--- src/rtl/klingon_pkg.sv ---
// ============================================================================
// klingon_pkg : shared glyph constants and sizing helper for the scan display
// Rev 1.0
// ============================================================================
`default_nettype none

package klingon_pkg;

  // Active-high glyphs with bit order Y[6:0] = a,b,c,d,e,f,g (bit 0 is the middle bar)
  localparam logic [6:0] KLINGON_SEG [0:9] = '{
    7'b0011100,
    7'b1000000,
    7'b1000001,
    7'b1001001,
    7'b0110000,
    7'b0110001,
    7'b0111001,
    7'b0110110,
    7'b1110000,
    7'b1111001
  };

  localparam logic [6:0] SEG_ERR = 7'b0000001;
  localparam logic [6:0] SEG_OFF = 7'b0000000;

  function automatic int idx_width(input int n);
    return (n > 1) ? $clog2(n) : 1;
  endfunction

endpackage

`default_nettype wire

--- src/rtl/klingon_digit_rom.sv ---
// ============================================================================
// klingon_digit_rom : 4-bit code to active-high Klingon segment pattern
// Rev 1.0
// ============================================================================
`default_nettype none

module klingon_digit_rom
  import klingon_pkg::*;
(
  input  logic [3:0] code_i,
  output logic [6:0] seg_o
);

  always_comb begin
    case (code_i)
      4'd0:    seg_o = KLINGON_SEG[0];
      4'd1:    seg_o = KLINGON_SEG[1];
      4'd2:    seg_o = KLINGON_SEG[2];
      4'd3:    seg_o = KLINGON_SEG[3];
      4'd4:    seg_o = KLINGON_SEG[4];
      4'd5:    seg_o = KLINGON_SEG[5];
      4'd6:    seg_o = KLINGON_SEG[6];
      4'd7:    seg_o = KLINGON_SEG[7];
      4'd8:    seg_o = KLINGON_SEG[8];
      4'd9:    seg_o = KLINGON_SEG[9];
      default: seg_o = SEG_ERR;
    endcase
  end

endmodule

`default_nettype wire

--- src/rtl/klingon_scan_display.sv ---
// ============================================================================
// klingon_scan_display : time-multiplexed Klingon-numeral 7-segment driver
// Rev 1.0
// ============================================================================
`default_nettype none

module klingon_scan_display
  import klingon_pkg::*;
#(
  parameter int DIGITS      = 4,
  parameter int REFRESH_DIV = 50000,
  parameter bit ACTIVE_LOW  = 1'b1
) (
  input  logic                  clk,
  input  logic                  reset,
  input  logic                  load,
  input  logic [4*DIGITS-1:0]   value,
  input  logic                  blank_lz,
  output logic                  ready,
  output logic [6:0]            seg_out,
  output logic [DIGITS-1:0]     an_out,
  output logic                  frame_sync
);

  localparam int                IDX_W    = idx_width(DIGITS);
  localparam int                CNT_W    = idx_width(REFRESH_DIV);
  localparam logic [IDX_W-1:0]  LAST_IDX = IDX_W'(DIGITS - 1);
  localparam logic [CNT_W-1:0]  CNT_LAST = CNT_W'(REFRESH_DIV - 1);
  localparam logic [6:0]        SEG_IDLE = ACTIVE_LOW ? ~SEG_OFF : SEG_OFF;
  localparam logic [DIGITS-1:0] AN_IDLE  = ACTIVE_LOW ? {DIGITS{1'b1}} : {DIGITS{1'b0}};

  logic [CNT_W-1:0]    div_cnt_q, div_cnt_d;
  logic [IDX_W-1:0]    idx_q, idx_d;
  logic [4*DIGITS-1:0] pend_q, pend_d;
  logic [4*DIGITS-1:0] shadow_q, shadow_d;
  logic                pending_q, pending_d;
  logic [6:0]          seg_q, seg_d;
  logic [DIGITS-1:0]   an_q, an_d;
  logic                frame_sync_q, frame_sync_d;

  logic                w_tick;
  logic                w_frame_end;
  logic                w_upper_nz;
  logic [DIGITS-1:0]   w_blank;
  logic [DIGITS-1:0]   w_an_onehot;
  logic [3:0]          w_code;
  logic                w_cur_blank;
  logic [6:0]          w_glyph;

  always_ff @(posedge clk) begin
    if (reset) begin
      div_cnt_q    <= '0;
      idx_q        <= '0;
      pend_q       <= '0;
      shadow_q     <= '0;
      pending_q    <= 1'b0;
      seg_q        <= SEG_IDLE;
      an_q         <= AN_IDLE;
      frame_sync_q <= 1'b0;
    end else begin
      div_cnt_q    <= div_cnt_d;
      idx_q        <= idx_d;
      pend_q       <= pend_d;
      shadow_q     <= shadow_d;
      pending_q    <= pending_d;
      seg_q        <= seg_d;
      an_q         <= an_d;
      frame_sync_q <= frame_sync_d;
    end
  end

  // Commit and accept are mutually exclusive: one needs pending set, the other clear
  always_comb begin
    w_tick      = (div_cnt_q == CNT_LAST);
    w_frame_end = w_tick && (idx_q == LAST_IDX);
    div_cnt_d   = w_tick ? '0 : div_cnt_q + CNT_W'(1);
    idx_d       = idx_q;
    if (w_tick) begin
      idx_d = (idx_q == LAST_IDX) ? '0 : idx_q + IDX_W'(1);
    end
    pend_d    = pend_q;
    pending_d = pending_q;
    shadow_d  = shadow_q;
    if (w_frame_end && pending_q) begin
      shadow_d  = pend_q;
      pending_d = 1'b0;
    end else if (load && !pending_q) begin
      pend_d    = value;
      pending_d = 1'b1;
    end
  end

  // Walk from the top digit down; a digit stays dark while everything above it is zero
  always_comb begin
    w_upper_nz = 1'b0;
    w_blank    = '0;
    for (int k = DIGITS - 1; k >= 1; k--) begin
      w_upper_nz = w_upper_nz | (shadow_q[4*k +: 4] != 4'd0);
      w_blank[k] = blank_lz & ~w_upper_nz;
    end
  end

  always_comb begin
    w_code      = 4'd0;
    w_cur_blank = 1'b0;
    w_an_onehot = '0;
    for (int k = 0; k < DIGITS; k++) begin
      if (idx_q == IDX_W'(k)) begin
        w_code         = shadow_q[4*k +: 4];
        w_cur_blank    = w_blank[k];
        w_an_onehot[k] = 1'b1;
      end
    end
  end

  klingon_digit_rom u_digit_rom (
    .code_i (w_code),
    .seg_o  (w_glyph)
  );

  always_comb begin
    seg_d        = w_cur_blank ? SEG_OFF : w_glyph;
    an_d         = w_cur_blank ? '0 : w_an_onehot;
    frame_sync_d = w_frame_end;
    if (ACTIVE_LOW) begin
      seg_d = ~seg_d;
      an_d  = ~an_d;
    end
  end

  assign ready      = ~pending_q;
  assign seg_out    = seg_q;
  assign an_out     = an_q;
  assign frame_sync = frame_sync_q;

endmodule

`default_nettype wire

--- config.mk ---
export PLATFORM = sky130hd
export DESIGN_NAME = klingon_scan_display
export DESIGN_NICKNAME = d
export VERILOG_FILES = /design/src/rtl/klingon_pkg.sv /design/src/rtl/klingon_digit_rom.sv /design/src/rtl/klingon_scan_display.sv
export SDC_FILE = /design/constraint.sdc
export NUM_CORES = 1
export LEC_CHECK = 0
export CORE_ASPECT_RATIO = 1.5
export CORE_UTILIZATION = 45
export CTS_BUF_LIST = sky130_fd_sc_hd__clkbuf_4
export DETAILED_ROUTE_END_ITERATION = 12
export PLACE_DENSITY = 0.72
export SLEW_MARGIN = 30
export SYNTH_ARGS = -nofsm -noshare
export SYNTH_HDL_FRONTEND = slang
export SYNTH_SLANG_ARGS = --single-unit
--- constraint.sdc ---
create_clock -name clk -period 3.7 [get_ports clk]
set_clock_uncertainty 0.15 [all_clocks]
set_input_delay 0.74 -clock clk [delete_from_list [all_inputs] [get_ports clk]]
set_output_delay 0.74 -clock clk [all_outputs]
set_load 0.005 [all_outputs]
# After elaboration in Yosys (flattened, before gate mapping)
# Memories as Yosys holds them, arrays and structs flattened.
# Cells that the tools add are included.
[classes] n_addsub=2 n_eq_ne=4 mux=14 n_bitwise=12 reduce_logical=11
[op_table] op="$mux 4" n=5
[op_table] op="$add 16x1->16 const B" n=1
[op_table] op="$eq 16x16->1 const B" n=1
[op_table] op="$reduce_bool 4->1" n=3
[op_table] op="$mux 1" n=7
[op_table] op="$mux 7" n=1
[op_table] op="$not 7->7" n=1
[op_table] op="$not 1->1" n=5
[op_table] op="$eq 2x2->1 const B" n=2
[op_table] op="$not 4->4" n=1
[op_table] op="$reduce_or 2->1" n=2
[op_table] op="$and 1x1->1" n=3
[op_table] op="$logic_and 1x1->1" n=3
[op_table] op="$add 2x1->2 const B" n=1
[op_table] op="$eq 2x1->1 const B" n=1
[op_table] op="$logic_not 2->1" n=1
[op_table] op="$mux 2" n=1
[op_table] op="$or 1x1->1" n=2
[op_table] op="$reduce_and 2->1" n=1
[op_table] op="$logic_not 1->1" n=1
[totals] ff_bits=63 romBits=112 inputBits=20 out_inout_bits=13 memories=1
[memory_table] name="(no name shown)" depth=16 width=7 read_ports=1 rd_clocked_by_memory_dff=0 wr=0 line_no="klingon_digit_rom.sv:15" rtl="case (code_i)"

# Logic depth before layout (Yosys ltp)
# Gate-level depths: netlist of the first run.
[logic_depth] word_depth=10 mapped_depth=11 ltp_nobuf=10

# By module
# Synthesis of the first run repeated with hierarchy kept, for this count alone.
[unflattened] cells_unflattened=333 hier_area_um2=2900.3
[modules_own_cells] module="klingon_scan_display" instances=1 cells_per_inst=308 area_each_um2=2722.6 seq_area_each_um2=1261.2
[modules_own_cells] module="klingon_digit_rom" instances=1 cells_per_inst=25 area_each_um2=177.7 seq_area_each_um2=0.0

# Worst setup path after synthesis of the first run
# OpenSTA, ideal clock, no wires.
[synth_path] path_type="register -> register" startpoint="register idx_q[1]" endpoint="register seg_q[2], in the netlist seg_out[2]" setup_time_ns=0.062 t_arrival_ns=2.020 t_required_ns=3.488 path_slack_ns=1.467 stages_incl_launch_ff=10 period_less_slack_ns=2.233 cell_sequence="dfxtp_1 > inv_1 > ha_1 > clkbuf_1 > nand3b_1 > a221oi_1 > inv_1 > ha_1 > mux2_2 > nand2_1"
[synth_between] elab_chain_cells=8 elab_cells_between_ends=14 cone_classes="eq/ne (3); mux (8); bitwise (1); reduce/logical (1); memory (1)"
[synth_rtl] item="from (decl)" line_no="klingon_scan_display.sv:33" rtl="logic [IDX_W-1:0] idx_q, idx_d;"
[synth_rtl] item="from (signal assigned)" line_no="klingon_scan_display.sv:62" rtl="idx_q <= idx_d;"
[synth_rtl] item="$logic_not 2->1" line_no="klingon_scan_display.sv:108" rtl="if (idx_q == IDX_W'(k)) begin"
[synth_rtl] item="$mux 4 (4 in a row)" line_no="klingon_scan_display.sv:108"
[synth_rtl] item="$mem_v2 16x7"
[synth_rtl] item="$mux 7 (*)" line_no="klingon_scan_display.sv:122" rtl="seg_d = w_cur_blank ? SEG_OFF : w_glyph;"
[synth_rtl] item="$not 7->7 (*)" line_no="klingon_scan_display.sv:126" rtl="seg_d = ~seg_d;"
[synth_rtl] item="to (signal assigned)" line_no="klingon_scan_display.sv:66" rtl="seg_q <= seg_d;"
[synth_rtl] item="to (decl)" line_no="klingon_scan_display.sv:37" rtl="logic [6:0] seg_q, seg_d;"
# Mark *: on every way between the ends. The rest lies on a longest branch, timed or not.
# A chain may end at the register's enable or synchronous reset.

# Worst setup path after layout of the first run
[layout_path] startpoint="register idx_q[0]" endpoint="register seg_q[2], in the netlist seg_out[2]"
# The elaborated chain is that of the path after synthesis.

==> results of run 1 <==
[power breakdown]
group          leakage (nW)  internal, mW  switching [mW]  total [mW]
sequential            0.513         0.693         0.00946       0.703
combinational         0.567        0.0356          0.0324      0.0680
clock                0.0727         0.205           0.242       0.447
[stage by stage]
step / utilization (%) / std cells / total power, mW
after floorplan: - / 321 / 0.7511
after global placement: 52.79 / 408 / 0.7853
after detailed placement: 52.79 / 408 / 0.7872
after CTS: 54.96 / 424 / 1.229
after global routing: 54.96 / 424 / 1.267
final: 54.96 / 424 / 1.218
[final cells by class]
cell class / count / share of cell area (%)
multi-input combinational: 228 / 41.99
sequential: 63 / 39.38
timing repair buffer: 35 / 10.70
clock buffer: 10 / 2.344
tap: 72 / 2.813
clock inverter: 6 / 1.602
inverter: 10 / 1.172
[flip-flops by register name (all words and copies together) (netlist names)]
register and cells:
div_cnt_q 16, pend_q 16, shadow_q 16, seg_out 7, an_out 4, idx_q 2
frame_sync 1, pending_q 1
[layer usage]
layer | vias to the layer above | track usage [%] | wire length (microns)
met4 | 0 | 11.20 | 112
met1 | 1097 | 21.50 | 2364
met3 | 10 | 3.873 | 146
li1 | 1177 | - | -
met5 | - | 0 | 0
met2 | 35 | 35.61 | 3080
[worst min-delay path by stage]
stage | end | slack, ns
6_report | shadow_q[1] | 0.31
5_1_grt | pend_q[4] | 0.33
4_1_cts | pend_q[10] | 0.31
3_5_place_dp | pend_q[10] | 0.30
3_3_place_gp | pend_q[13] | 0.29
2_1_floorplan | pend_q[0] | 0.29
[worst register-to-register path, stage by stage (launching register included)]
cell,delay [ns]
dfxtp_1,0.42
ha_1,0.60
a211oi_1,0.11
a221oi_1,0.59
inv_1,0.20
ha_1,0.29
mux2_2,0.27
nand2_1,0.06
[cell usage in the layout (no fill, tap or decap), types with 4 or more instances in the layout]
master and n:
clkbuf_4 10, dfxtp_1 63, ha_1 9, nor3b_1 4, nor3_1 4, a211oi_1 6
a21oi_1 40, nand3_1 26, nor2b_1 4, nor4_1 5, xnor2_1 6, clkdlybuf4s50_1 32
inv_1 10, nand2_1 49, xor2_1 5, o21ai_0 19, nor2_1 15
[cells by family after synthesis]
| logic type | share of synthesized area [%] |
|---|---|
| xor gates and xnor gates | 3.527 |
| AOI/OAI and AO/OA | 16.26 |
| and+or+nand+nor | 24.14 |
| DFF | 46.18 |
| muxes | 1.191 |
| buffers and inverters | 4.581 |
| adders and majority gates | 4.123 |
==> flow_metrics.py, run 1 <==
metrics = {
    "clocking": {
        "post_cts_buffers": 0,
        "cts_buffers": 9,
        "root_buffer": "clkbuf_4",
        "cts_tree": "yes",
        "cts_max_path_buffers": 2,
        "clock_sinks": 63,
        "htree_levels": 3,
        "hold_buffers": 0,
        "worst_skew_pair.late_latency_ns": 0.42,
        "ctsResizeCount": 0,
        "clk_pin_slew_ns": 0.11,
    },
    "global_route": {
        "antenna_found_initial": 0,
        "grt_max_degree": 37,
        "grt_overflow": 0,
        "grt_pass1_wl_microns": 9922,
        "grt.total_usage_pct": 20.11,
        "grt_pass1_vias": 2228,
    },
    "logic_synthesis": {
        "ys_seq_elements": 63,
        "syn_nets": 350,
        "async_reset_ff_share_pct": 0,
        "synth_cell_types": 45,
        "synth.most_common_cell": "dfxtp_1",
        "synthesis.yosys.warnings": 0,
        "syn_area_sq_mm": 0.002731,
        "ys_top_cells_by_count": "dfxtp_1 (63), nand2_1 (49), a21oi_1 (40), nand3_1 (26), o21ai_0 (19)",
        "synth_top_area_share_pct": 46.17,
        "yosysTopAreaCell": "dfxtp_1",
        "synth_area_leaders": "dfxtp_1 (46%), a21oi_1 (7.3%), nand2_1 (6.7%)",
        "synth-main-ff-cell": "dfxtp_1",
        "synth_area_per_cell_sq_um": 8.509,
        "synthCells": 321,
        "synth_enable_flop_cells": 0,
        "synth.yosys.seq_area_share_pct": 46.17,
    },
    "routing": {
        "postRouteAntennaNets": 0,
        "drcViolationCount": 0,
        "wirelength_microns": 5703,
        "vias_per_cell": 5.469,
        "wl_per_cell_microns": 13.45,
        "dr.first_iter.drc_count": 88,
        "route.vias.total": 2319,
        "drt_pass1_iterations": 4,
    },
    "placed_design": {
        "hpwlAfterDp_microns": 4039,
        "port_buffers": 32,
        "dp_slack_ns": 0.9775,
        "place_area_sq_mm": 0.003077,
        "gp_congestion": 0.8268,
    },
    "timing": {
        "setup-tns-final_ns": 0,
        "slew_headroom_pct": 40.21,
        "final_hold_viol_count": 0,
        "fin_crit_ns": 2.719,
        "hold_slack_ns": 0.3076,
        "rsz0062_at_grt": "no",
        "fmax_mhz": 367.8,
        "setup_ws_ns": 0.9809,
        "setup_viol": 0,
        "worst_slew_pin_slew_ns": 0.8902,
        "drv_slew": 0,
        "period_share_pct": 73.49,
    },
    "worst_setup_path": {
        "worstSetupEndpoint": "seg_out[2]",
        "cpPeakStageDelay_ns": 0.60,
        "crit_path_top_delay_cell": "ha_1",
        "cp.depth": 7,
        "worstPathRequired_ns": 3.92,
        "path_delay_family": "adder cells",
        "critPathMostFrequentCell": "ha_1",
        "crit_chain": "ha_1 -> a211oi_1 -> a221oi_1 -> inv_1 -> ha_1 -> mux2_2 -> nand2_1",
        "worst_r2r_endpoint": "seg_out[2]",
        "critPathLaunch": "idx_q[0]",
        "path_max_fanout": 20,
        "r2r_cells": 7,
        "crit_type": "reg2reg",
        "crit_buf_inv": 1,
        "rrSetupSlack_ns": 0.98,
        "rr_startpoint": "idx_q[0]",
        "end_kind": "flop",
        "crit_path_start_kind": "flop",
        "crit_arrival_ns": 2.94,
    },
    "worst_hold_path": {
        "hold_depth": 2,
        "min-delay-start": "pend_q[1]",
        "hold_class": "reg2reg",
    },
    "final_layout": {
        "finish.instance_area_sq_mm": 0.003203,
        "fin_nets": 376,
        "nFillCells": 566,
        "antenna_cells": 0,
        "seq_area_sq_mm": 0.001261,
        "multi_input_area_sq_mm": 0.001345,
        "drive_gt1_share_pct": 6.818,
        "area_delta_synth_final_pct": 17.27,
    },
    "floorplanning": {
        "die_area_sq_mm": 0.006391,
        "core_area_sq_mm": 0.005828,
        "die_h_microns": 97.42,
        "die_w_microns": 65.61,
        "pin_count": 33,
        "rows": 34,
        "start_util_pct": 46.87,
    },
    "power": {
        "power_density_mw_per_mm2": 380.3,
        "ir_drop_uv": 232.5,
        "leakagePower_nw": 1.153,
    },
    "outcome": {
        "status": "finished, final reports clean",
    },
    "job": {
        "drv_cap": 0,
    },
}
No activity file was read; power rests on OpenSTA's default activity.
==> run 2, diff against run 1 <==
--- a/config.mk
+++ b/config.mk
@@ -9,7 +9,7 @@
 export CORE_UTILIZATION = 45
 export CTS_BUF_LIST = sky130_fd_sc_hd__clkbuf_4
 export DETAILED_ROUTE_END_ITERATION = 12
-export PLACE_DENSITY = 0.72
+export PLACE_DENSITY = 0.74
 export SLEW_MARGIN = 30
 export SYNTH_ARGS = -nofsm -noshare
 export SYNTH_HDL_FRONTEND = slang
==> constraint.sdc (replaced) <==
create_clock -name clk -period 2.5 [get_ports clk]
set_clock_uncertainty 0.15 [all_clocks]
set_input_delay 0.5 -clock clk [delete_from_list [all_inputs] [get_ports clk]]
set_output_delay 0.5 -clock clk [all_outputs]
set_load 0.005 [all_outputs]
==> flow_metrics.py, run 2 (synthesis results as in run 1) <==
metrics = {
    "outcome": {
        "status": "finished, final reports clean",
    },
    "placed_design": {
        "dp_cells": 416,
        "hpwlAfterDp_microns": 4125,
        "port_buffers": 32,
        "place_area_sq_mm": 0.003137,
        "gp_congestion": 0.9272,
    },
    "global_route": {
        "grt.busiest_layer": "met2",
        "grt_overflow": 0,
        "gr-usage-met1_pct": 21.61,
        "antenna_found_initial": 0,
        "grt.total_usage_pct": 19.91,
        "use_met2_pct": 33.47,
        "grt_max_degree": 22,
        "grt_pass1_vias": 2280,
        "use_met3_pct": 5.399,
        "grt_pass1_wl_microns": 9798,
    },
    "clocking": {
        "post_cts_buffers": 0,
        "worst_skew_pair.late_latency_ns": 0.40,
        "htree_levels": 3,
        "clk_pin_slew_ns": 0.10,
        "cts_max_path_buffers": 2,
        "cts_tree": "yes",
        "cts_buffers": 9,
        "clock_sinks": 63,
        "hold_buffers": 0,
        "root_buffer": "clkbuf_4",
        "ctsResizeCount": 0,
    },
    "timing": {
        "period_share_pct": 92.37,
        "final_hold_viol_count": 0,
        "setup_viol": 0,
        "fin_crit_ns": 2.309,
        "worst_slew_pin_slew_ns": 0.6019,
        "rsz0062_at_grt": "no",
        "setup-tns-final_ns": 0,
        "drv_slew": 0,
        "slew_headroom_pct": 59.88,
        "fmax_mhz": 433.0,
    },
    "power": {
        "ir_drop_uv": 362.5,
        "power_density_mw_per_mm2": 551.1,
        "finalPower_mw": 1.798,
        "leakagePower_nw": 1.192,
    },
    "floorplanning": {
        "die_w_microns": 65.61,
        "rows": 34,
        "pin_count": 33,
        "die_h_microns": 97.42,
        "die_area_sq_mm": 0.006391,
        "core_area_sq_mm": 0.005828,
        "start_util_pct": 46.87,
    },
    "worst_setup_path": {
        "rrSetupSlack_ns": 0.19,
        "crit_arrival_ns": 2.45,
        "worstPathRequired_ns": 2.64,
        "crit_type": "reg2reg",
        "path_max_fanout": 21,
        "end_kind": "flop",
        "crit_path_start_kind": "flop",
    },
    "routing": {
        "route.vias.total": 2374,
        "postRouteAntennaNets": 0,
        "drt_pass1_iterations": 4,
        "drcViolationCount": 0,
        "vias_per_cell": 5.495,
        "wl_per_cell_microns": 13.39,
        "wirelength_microns": 5785,
        "dr.first_iter.drc_count": 73,
    },
    "final_layout": {
        "fin_nets": 384,
        "finish.instance_area_sq_mm": 0.003263,
        "final_common_cell": "dfxtp_1",
        "fin_util_pct": 55.99,
        "drive_gt1_share_pct": 8.889,
        "area_delta_synth_final_pct": 19.47,
        "most-common-layout-cells": "dfxtp_1 (63), nand2_1 (49), a21oi_1 (40)",
        "largestRegisters": "div_cnt_q x16, pend_q x16, shadow_q x16",
        "fin_cells": 432,
        "antenna_cells": 0,
    },
    "worst_hold_path": {
        "hold_class": "reg2reg",
    },
    "job": {
        "drv_cap": 0,
    },
}
==> run 2: cell count changes in the layout (fill, tap and decap cells not counted) <==
cell,change
buf_4,+8
==> run 2: worst paths after layout <==
path	from	endpoint	cells past startpoint
worst min register to register	pend_q[12]	pend_q[12]	2
worst max register to register	div_cnt_q[10]	div_cnt_q[5]	5
worst min-delay path	pend_q[12]	pend_q[12]	2
worst max-delay path	div_cnt_q[10]	div_cnt_q[5]	5
==> run 2: per-stage QoR <==
step	hold slack (ns)	setup slack [ns]
finish	0.3118	0.1908
global route	0.3257	0.06983
CTS	0.3110	0.1813
detailed placement	0.2965	0.2166
global placement	0.2938	0.2497
floorplan	0.2866	0.2674
==> run 2: per-layer routing <==
| layer | share of wire, % | up-vias |
|---|---|---|
| met2 | 50 | 59 |
| li1 | - | 1196 |
| met1 | 42 | 1099 |
| met4 | 4.3 | 0 |
| met5 | 0 | - |
| met3 | 3.6 | 20 |
==> run 2: area by class of cell <==
cell class,count,area [sq um]
Inverter,10,37.54
Sequential cell,63,1261
Fill cell,540,2565
Timing Repair Buffer,43,402.9
Clock buffer,10,75.07
Clock inverter,6,51.30
Multi-Input combinational cell,228,1345
Tap cell,72,90.09
==> run 2: critical path: stages, from the launching register on <==
cell,delay [ns]
dfxtp_1,0.36
or4b_4,0.56
or4_4,0.65
or2b_1,0.20
buf_4,0.20
nor2_1,0.07
==> run 2: report_power, final <==
part           total [mW]  switching (mW)  internal, mW
registers            1.04          0.0148          1.03
clock network       0.654           0.351         0.304
logic               0.103          0.0483        0.0546
total                1.80           0.414          1.38
